==> config.mk <==
export PLATFORM = sky130hd
export DESIGN_NAME = kernel_dense_acc
export DESIGN_NICKNAME = d
export VERILOG_FILES = /design/src/rtl/kernel_dense_acc_pkg.sv /design/src/rtl/kernel_dense_acc_sat_add_lane.sv /design/src/rtl/kernel_dense_acc.sv
export SDC_FILE = /design/constraint.sdc
export NUM_CORES = 1
export LEC_CHECK = 0
export CAP_MARGIN = 20
export CORE_MARGIN = 10
export CORE_UTILIZATION = 37
export DETAILED_ROUTE_END_ITERATION = 8
export MAX_ROUTING_LAYER = met4
export PLACE_DENSITY = 0.56
export SYNTH_ARGS = -nofsm -noshare
export SYNTH_HDL_FRONTEND = slang
export SYNTH_HIERARCHICAL = 1
export SYNTH_SLANG_ARGS = --single-unit
export TNS_END_PERCENT = 1
==> constraint.sdc <==
create_clock -name clock -period 6.23 [get_ports clock]
set_input_delay 1.246 -clock clock [delete_from_list [all_inputs] [get_ports clock]]
set_output_delay 1.246 -clock clock [all_outputs]
set_load 0.03 [all_outputs]
==> src/rtl/kernel_dense_acc_pkg.sv <==
// Shared constants and FSM state encoding for the dense accumulate kernel.
package kernel_dense_acc_pkg;

    localparam logic OFF = 1'b0;
    localparam logic ON  = 1'b1;

    localparam int unsigned DENSE_BIT_DATA = 8;
    localparam int unsigned DENSE_KSIZE    = 4;

    typedef enum logic [1:0] {
        ACC   = 2'd0,
        FLUSH = 2'd1,
        OUT   = 2'd2
    } state_t;

endpackage

==> src/rtl/kernel_dense_acc_sat_add_lane.sv <==
// One signed saturating accumulator lane with a sticky overflow flag.
module sat_add_lane
    import kernel_dense_acc_pkg::*;
#(
    parameter int unsigned BIT_ACC = 20
) (
    input  logic               clk_i,
    input  logic               rst_ni,
    input  logic               en_i,
    input  logic               clr_i,
    input  logic [BIT_ACC-1:0] add_i,
    output logic [BIT_ACC-1:0] acc_o,
    output logic               sat_o
);

    localparam logic [BIT_ACC-1:0] ACC_MAX = {1'b0, {(BIT_ACC-1){1'b1}}};
    localparam logic [BIT_ACC-1:0] ACC_MIN = {1'b1, {(BIT_ACC-1){1'b0}}};

    logic [BIT_ACC-1:0] acc_q, acc_d, sum;
    logic [BIT_ACC:0]   full;
    logic               sat_q, sat_d, ovf;

    always_comb begin
        // One guard bit: overflow shows up as disagreement between the top two bits.
        full  = {acc_q[BIT_ACC-1], acc_q} + {add_i[BIT_ACC-1], add_i};
        ovf   = (full[BIT_ACC] != full[BIT_ACC-1]);
        sum   = ovf ? (full[BIT_ACC] ? ACC_MIN : ACC_MAX) : full[BIT_ACC-1:0];
        acc_d = acc_q;
        sat_d = sat_q;
        if (clr_i) begin
            acc_d = '0;
            sat_d = OFF;
        end else if (en_i) begin
            acc_d = sum;
            sat_d = sat_q | ovf;
        end
    end

    always_ff @(posedge clk_i) begin
        if (!rst_ni) begin
            acc_q <= '0;
            sat_q <= OFF;
        end else begin
            acc_q <= acc_d;
            sat_q <= sat_d;
        end
    end

    assign acc_o = acc_q;
    assign sat_o = sat_q;

endmodule

==> src/rtl/kernel_dense_acc.sv <==
// Dense-layer kernel: per beat, x times N_LANE weights, accumulated over up to N_IN beats.
module kernel_dense_acc
    import kernel_dense_acc_pkg::*;
#(
    parameter int unsigned BIT_DATA = DENSE_BIT_DATA,
    parameter int unsigned N_LANE   = DENSE_KSIZE,
    parameter int unsigned N_IN     = 16,
    parameter int unsigned BIT_ACC  = 2*BIT_DATA + $clog2(N_IN),
    parameter bit          RELU     = 1'b0
) (
    input  logic                       clock,
    input  logic                       reset,
    input  logic                       in_valid,
    output logic                       in_ready,
    input  logic                       in_last,
    input  logic [BIT_DATA-1:0]        x,
    input  logic [BIT_DATA*N_LANE-1:0] w,
    output logic                       out_valid,
    input  logic                       out_ready,
    output logic [BIT_ACC*N_LANE-1:0]  y,
    output logic                       sat
);

    localparam int unsigned        BIT_CNT  = $clog2(N_IN + 1);
    localparam logic [BIT_CNT-1:0] CNT_LAST = BIT_CNT'(N_IN - 1);

    state_t                       state_q, state_d;
    logic [BIT_CNT-1:0]           cnt_q, cnt_d;
    logic signed [2*BIT_DATA-1:0] p_q [N_LANE];
    logic signed [2*BIT_DATA-1:0] p_d [N_LANE];
    logic                         p_valid_q, p_valid_d;
    logic                         out_valid_q, out_valid_d;
    logic [BIT_ACC*N_LANE-1:0]    y_q, y_d;
    logic                         sat_q, sat_d;

    logic signed [BIT_DATA-1:0]   x_s;
    logic signed [BIT_DATA-1:0]   w_s  [N_LANE];
    logic signed [2*BIT_DATA-1:0] prod [N_LANE];
    logic [BIT_ACC-1:0]           p_ext    [N_LANE];
    logic [BIT_ACC-1:0]           lane_acc [N_LANE];
    logic [N_LANE-1:0]            lane_sat;
    logic                         acc_clr;

    always_comb begin
        x_s = x;
        for (int unsigned i = 0; i < N_LANE; i++) begin
            w_s[i]   = w[i*BIT_DATA +: BIT_DATA];
            prod[i]  = x_s * w_s[i];
            p_ext[i] = BIT_ACC'(p_q[i]);
        end
    end

    for (genvar g = 0; g < N_LANE; g++) begin : g_lane
        sat_add_lane #(
            .BIT_ACC (BIT_ACC)
        ) u_lane (
            .clk_i  (clock),
            .rst_ni (reset),
            .en_i   (p_valid_q),
            .clr_i  (acc_clr),
            .add_i  (p_ext[g]),
            .acc_o  (lane_acc[g]),
            .sat_o  (lane_sat[g])
        );
    end

    always_comb begin
        state_d     = state_q;
        cnt_d       = cnt_q;
        p_d         = p_q;
        p_valid_d   = OFF;
        out_valid_d = out_valid_q;
        y_d         = y_q;
        sat_d       = sat_q;
        acc_clr     = OFF;
        in_ready    = OFF;
        unique case (state_q)
            ACC: begin
                in_ready = ON;
                if (in_valid) begin
                    p_d       = prod;
                    p_valid_d = ON;
                    cnt_d     = cnt_q + BIT_CNT'(1);
                    if (in_last || (cnt_q == CNT_LAST)) state_d = FLUSH;
                end
            end
            FLUSH: state_d = OUT;
            OUT: begin
                // First OUT cycle captures the settled accumulators; y/sat then hold until out_ready.
                if (!out_valid_q) begin
                    for (int unsigned i = 0; i < N_LANE; i++) begin
                        y_d[i*BIT_ACC +: BIT_ACC] =
                            (RELU && lane_acc[i][BIT_ACC-1]) ? '0 : lane_acc[i];
                    end
                    sat_d       = |lane_sat;
                    out_valid_d = ON;
                end else if (out_ready) begin
                    out_valid_d = OFF;
                    sat_d       = OFF;
                    acc_clr     = ON;
                    cnt_d       = '0;
                    state_d     = ACC;
                end
            end
            default: state_d = ACC;
        endcase
    end

    always_ff @(posedge clock) begin
        if (!reset) begin
            state_q     <= ACC;
            cnt_q       <= '0;
            p_valid_q   <= OFF;
            out_valid_q <= OFF;
            y_q         <= '0;
            sat_q       <= OFF;
            for (int unsigned i = 0; i < N_LANE; i++) p_q[i] <= '0;
        end else begin
            state_q     <= state_d;
            cnt_q       <= cnt_d;
            p_q         <= p_d;
            p_valid_q   <= p_valid_d;
            out_valid_q <= out_valid_d;
            y_q         <= y_d;
            sat_q       <= sat_d;
        end
    end

    assign out_valid = out_valid_q;
    assign y         = y_q;
    assign sat       = sat_q;

endmodule

==> metrics.md <==
| Metric | Value |
|---|---|
| Status | `finished clean` |
| Cts bufs inserted | `28` |
| Setup bufs post-CTS | `0` |
| Post-Syn Area per Cell | `8.81 um^2` |
| Setup_tns | `0 ns` |
| Routability cong. | `0.870` |
| Hold path startpoint | `y[29]$_SDFFE_PN0P_` |
| Grt ovf | `0` |
| Type of the worst setup path | `input pin to register` |
| DIE WIDTH | `269 um` |
| Pwr/cell area | `334 nW/um^2` |
| Flop2flop setup slack | `3.19 ns` |
| Clk buf depth | `3` |
| Seq cells post-synth | `238` |
| TritonCTS clock tree | `built` |
| Critical path's largest stage delay | `0.64 ns` |
| Via count | `17.9k` |
| Clk Latency, worst-skew pair | `0.56 ns` |
| Crit path max fanout | `32` |
| Ratio of cells with drive above 1 in the final layout | `6.19%` |
| Synth unique cells | `77` |
| Area Overhead vs Synth | `14.0%` |
| Post-Route Utilization | `42.5%` |
| DRT Pass-1 Iters | `5` |
| Largest net degree at the start of global routing | `76` |
| Wire per inst | `17.0 um` |
| Total power | `8.73 mW` |
| Worst Hold End | `y[29]$_SDFFE_PN0P_` |
| Relative slew slack | `46.2%` |
| First-pass GRT wire length | `98,300 um` |
| Port-buffer cells | `127` |
| Worst setup margin | `0.682 ns` |
| DP Cell Count | `3,453` |
| Post-DP HPWL | `47,300 um` |
| Reg2reg end | `g_lane[0].u_lane/acc_o[12]$_SDFFE_PP0P_` |
| Full die area | `72,300 um^2` |
| Die height | `269 um` |
| Hold path cells | `2` |
| Ys Warns | `6` |
| Clock Root Buffer | `clkbuf_16` |
| Crit path DAT | `6.01 ns` |
| Fin. max-slew vios | `0` |
| Worst VDD drop | `177 uV` |
| Core area | `61,500 um^2` |
| Final ANT Viol Nets | `0` |
| Detailed Route WL | `59,500 um` |
| Vias per cell | `5.11` |
| Number of synthesized flops with an enable pin | `0` |
| Commonest non-fill, non-tap cells in the layout | `374 x nand2_1, 348 x inv_1, 238 x dfxtp_1` |
| Fillers | `6,125` |
| Number of global-route vias before repair | `18.1k` |
| Critical Path, Cell by Cell | `clkdlybuf4s50_1 -> buf_12 -> and2_1 -> fa_1 -> inv_1 -> fa_1 -> fa_1 -> fa_1 -> inv_1 -> ha_1 -> a21o_1 -> or3_1 -> nor3_1 -> o21ai_0 -> a32o_1` |
| Starting DRC count in detailed routing | `1,074` |
| RR Startpoint | `p_ext[75]$_SDFFE_PN0P_` |
| CTS sink cnt | `238` |
| Fin Hold WS | `0.454 ns` |
| CP Capture Type | `register` |
| Max cap viols | `0` |
| Slowest cell on crit path | `fa_1` |
| Final hold viol count | `0` |
| Ys async rst share | `0%` |
| Startpoint types | `input pin` |
| Cell family with most CP delay | `adder cells` |
| Buf/Inv on CP | `4` |
| Hold_buf cts | `0` |
| Leakage power | `11.4 nW` |
| Synth Cell Area | `22,900 um^2` |
| Rows | `91` |
| Initial antenna violation count | `5` |
| RSZ-0062 raised after global routing | `false` |
| Final setup viols | `0` |
| WP data required | `6.69 ns` |
| Dpl ws | `0.113 ns` |
| Remaining DRCs | `0` |
| Worst min path class | `register to register` |
| Primary FF master, synth | `dfxtp_1` |
| Synth Instances | `2,602` |
| Final cell count without fillers | `3,510` |
| Post-layout min period | `5.55 ns` |
| Initial core utilization | `37.3%` |
| Reg2Reg Depth | `8` |
| Post-DP Area | `25,000 um^2` |
| Reg clk slew, reported paths | `0.07 ns` |
| Total GRT Usage | `17.0%` |
| Post-CTS Resized | `0` |
| Num ports | `128` |
| Net Count, Synth | `3,069` |
| Final instance area | `26,100 um^2` |
| Tcrit/Tclk final | `89.1%` |
| H-Tree Depth | `1` |
| Layout Skew | `0.0190 ns` |
| Layout Nets | `3,160` |
| Fmax | `0.180 GHz` |
| Post-synthesis sequential area ratio | `20.8%` |
| Worst-Margin Slew | `0.804 ns` |
| Commonest non-fill, non-tap cell in the layout | `nand2_1` |
| Most used cell, CP | `fa_1` |
-- synthesized netlist by cell type (59+ instances only) --
library cell	n	area share, %
dfxtp_1	238	21
inv_1	348	5.7
and2_1	172	4.7
nand2_1	374	6.1
xnor2_1	59	2.3
a21boi_0	63	2.1
nor2_1	73	1.2
a21oi_1	103	2.2
ha_1	198	11
fa_1	224	20
o211ai_1	92	3.0
clkbuf_1	61	1.0
o21ai_0	63	1.4
-- worst reg2reg max path, stage by stage (launching register included) --
cell and delay [ns]:
dfxtp_1 0.53, ha_1 0.35, and3_2 0.26, a221oi_1 0.49, or2b_1 0.21, o311ai_4 0.11
xnor2_2 0.25, o21ai_4 0.53, o211ai_1 0.18
-- worst max path at each step --
stage | from | slack [ns] | cells past startpoint | to
floorplan | x[7] | 0.80 | 16 | p_ext[15]$_SDFFE_PN0P_
global placement | x[7] | 0.20 | 17 | p_ext[15]$_SDFFE_PN0P_
detailed placement | x[7] | 0.11 | 15 | p_ext[75]$_SDFFE_PN0P_
CTS | x[7] | 0.70 | 15 | p_ext[75]$_SDFFE_PN0P_
global route | w[2] | 0.41 | 14 | p_ext[75]$_SDFFE_PN0P_
finish | x[7] | 0.68 | 15 | p_ext[75]$_SDFFE_PN0P_
-- routing by layer --
metal / track usage, % / wire (um) / share of wire (%)
met1: 24.4 / 30000 / 50
met2: 25.4 / 25700 / 43
met3: 2.04 / 3020 / 5.1
met4: 3.22 / 813 / 1.4
met5: - / 0 / 0
-- registers in the layout (all words and copies together), names as in the netlist --
name	flops
cnt_q	5
g_lane.u_lane/acc_o	80
g_lane.u_lane/sat_o	4
out_valid	1
p_ext	64
p_valid_q	1
sat	1
state_q	2
y	80
-- layout make-up --
class / instances / area [um^2] / share of cell area [%]
inverter: 350 / 1310 / 5.03
sequential: 238 / 4760 / 18.2
clock inverter: 18 / 309 / 1.18
tap: 790 / 988 / 3.79
multi-input combinational: 1918 / 16400 / 62.7
timing repair buffer: 157 / 1590 / 6.10
antenna: 6 / 15.0 / 0.0575
clock buffer: 33 / 761 / 2.91
-- cell families (layout without fill, tap and decap cells) --
kind of cell	Yosys count	count (layout)	share of synthesized area, %
fa+ha+maj	430	430	30.7
buf+inv	446	558	7.85
simple gates	807	807	17.5
mux	3	3	0.142
other cells	0	6	0
xor+xnor	113	113	4.45
flops	238	238	20.8
compound gates	565	565	18.5
-- power breakdown --
group          internal [mW]  total [mW]  switching (mW)
Sequential              1.73        1.94           0.214
Clock                   1.21        1.90           0.694
Combinational           2.08        4.89            2.81
(Power assumes the default switching activity.)
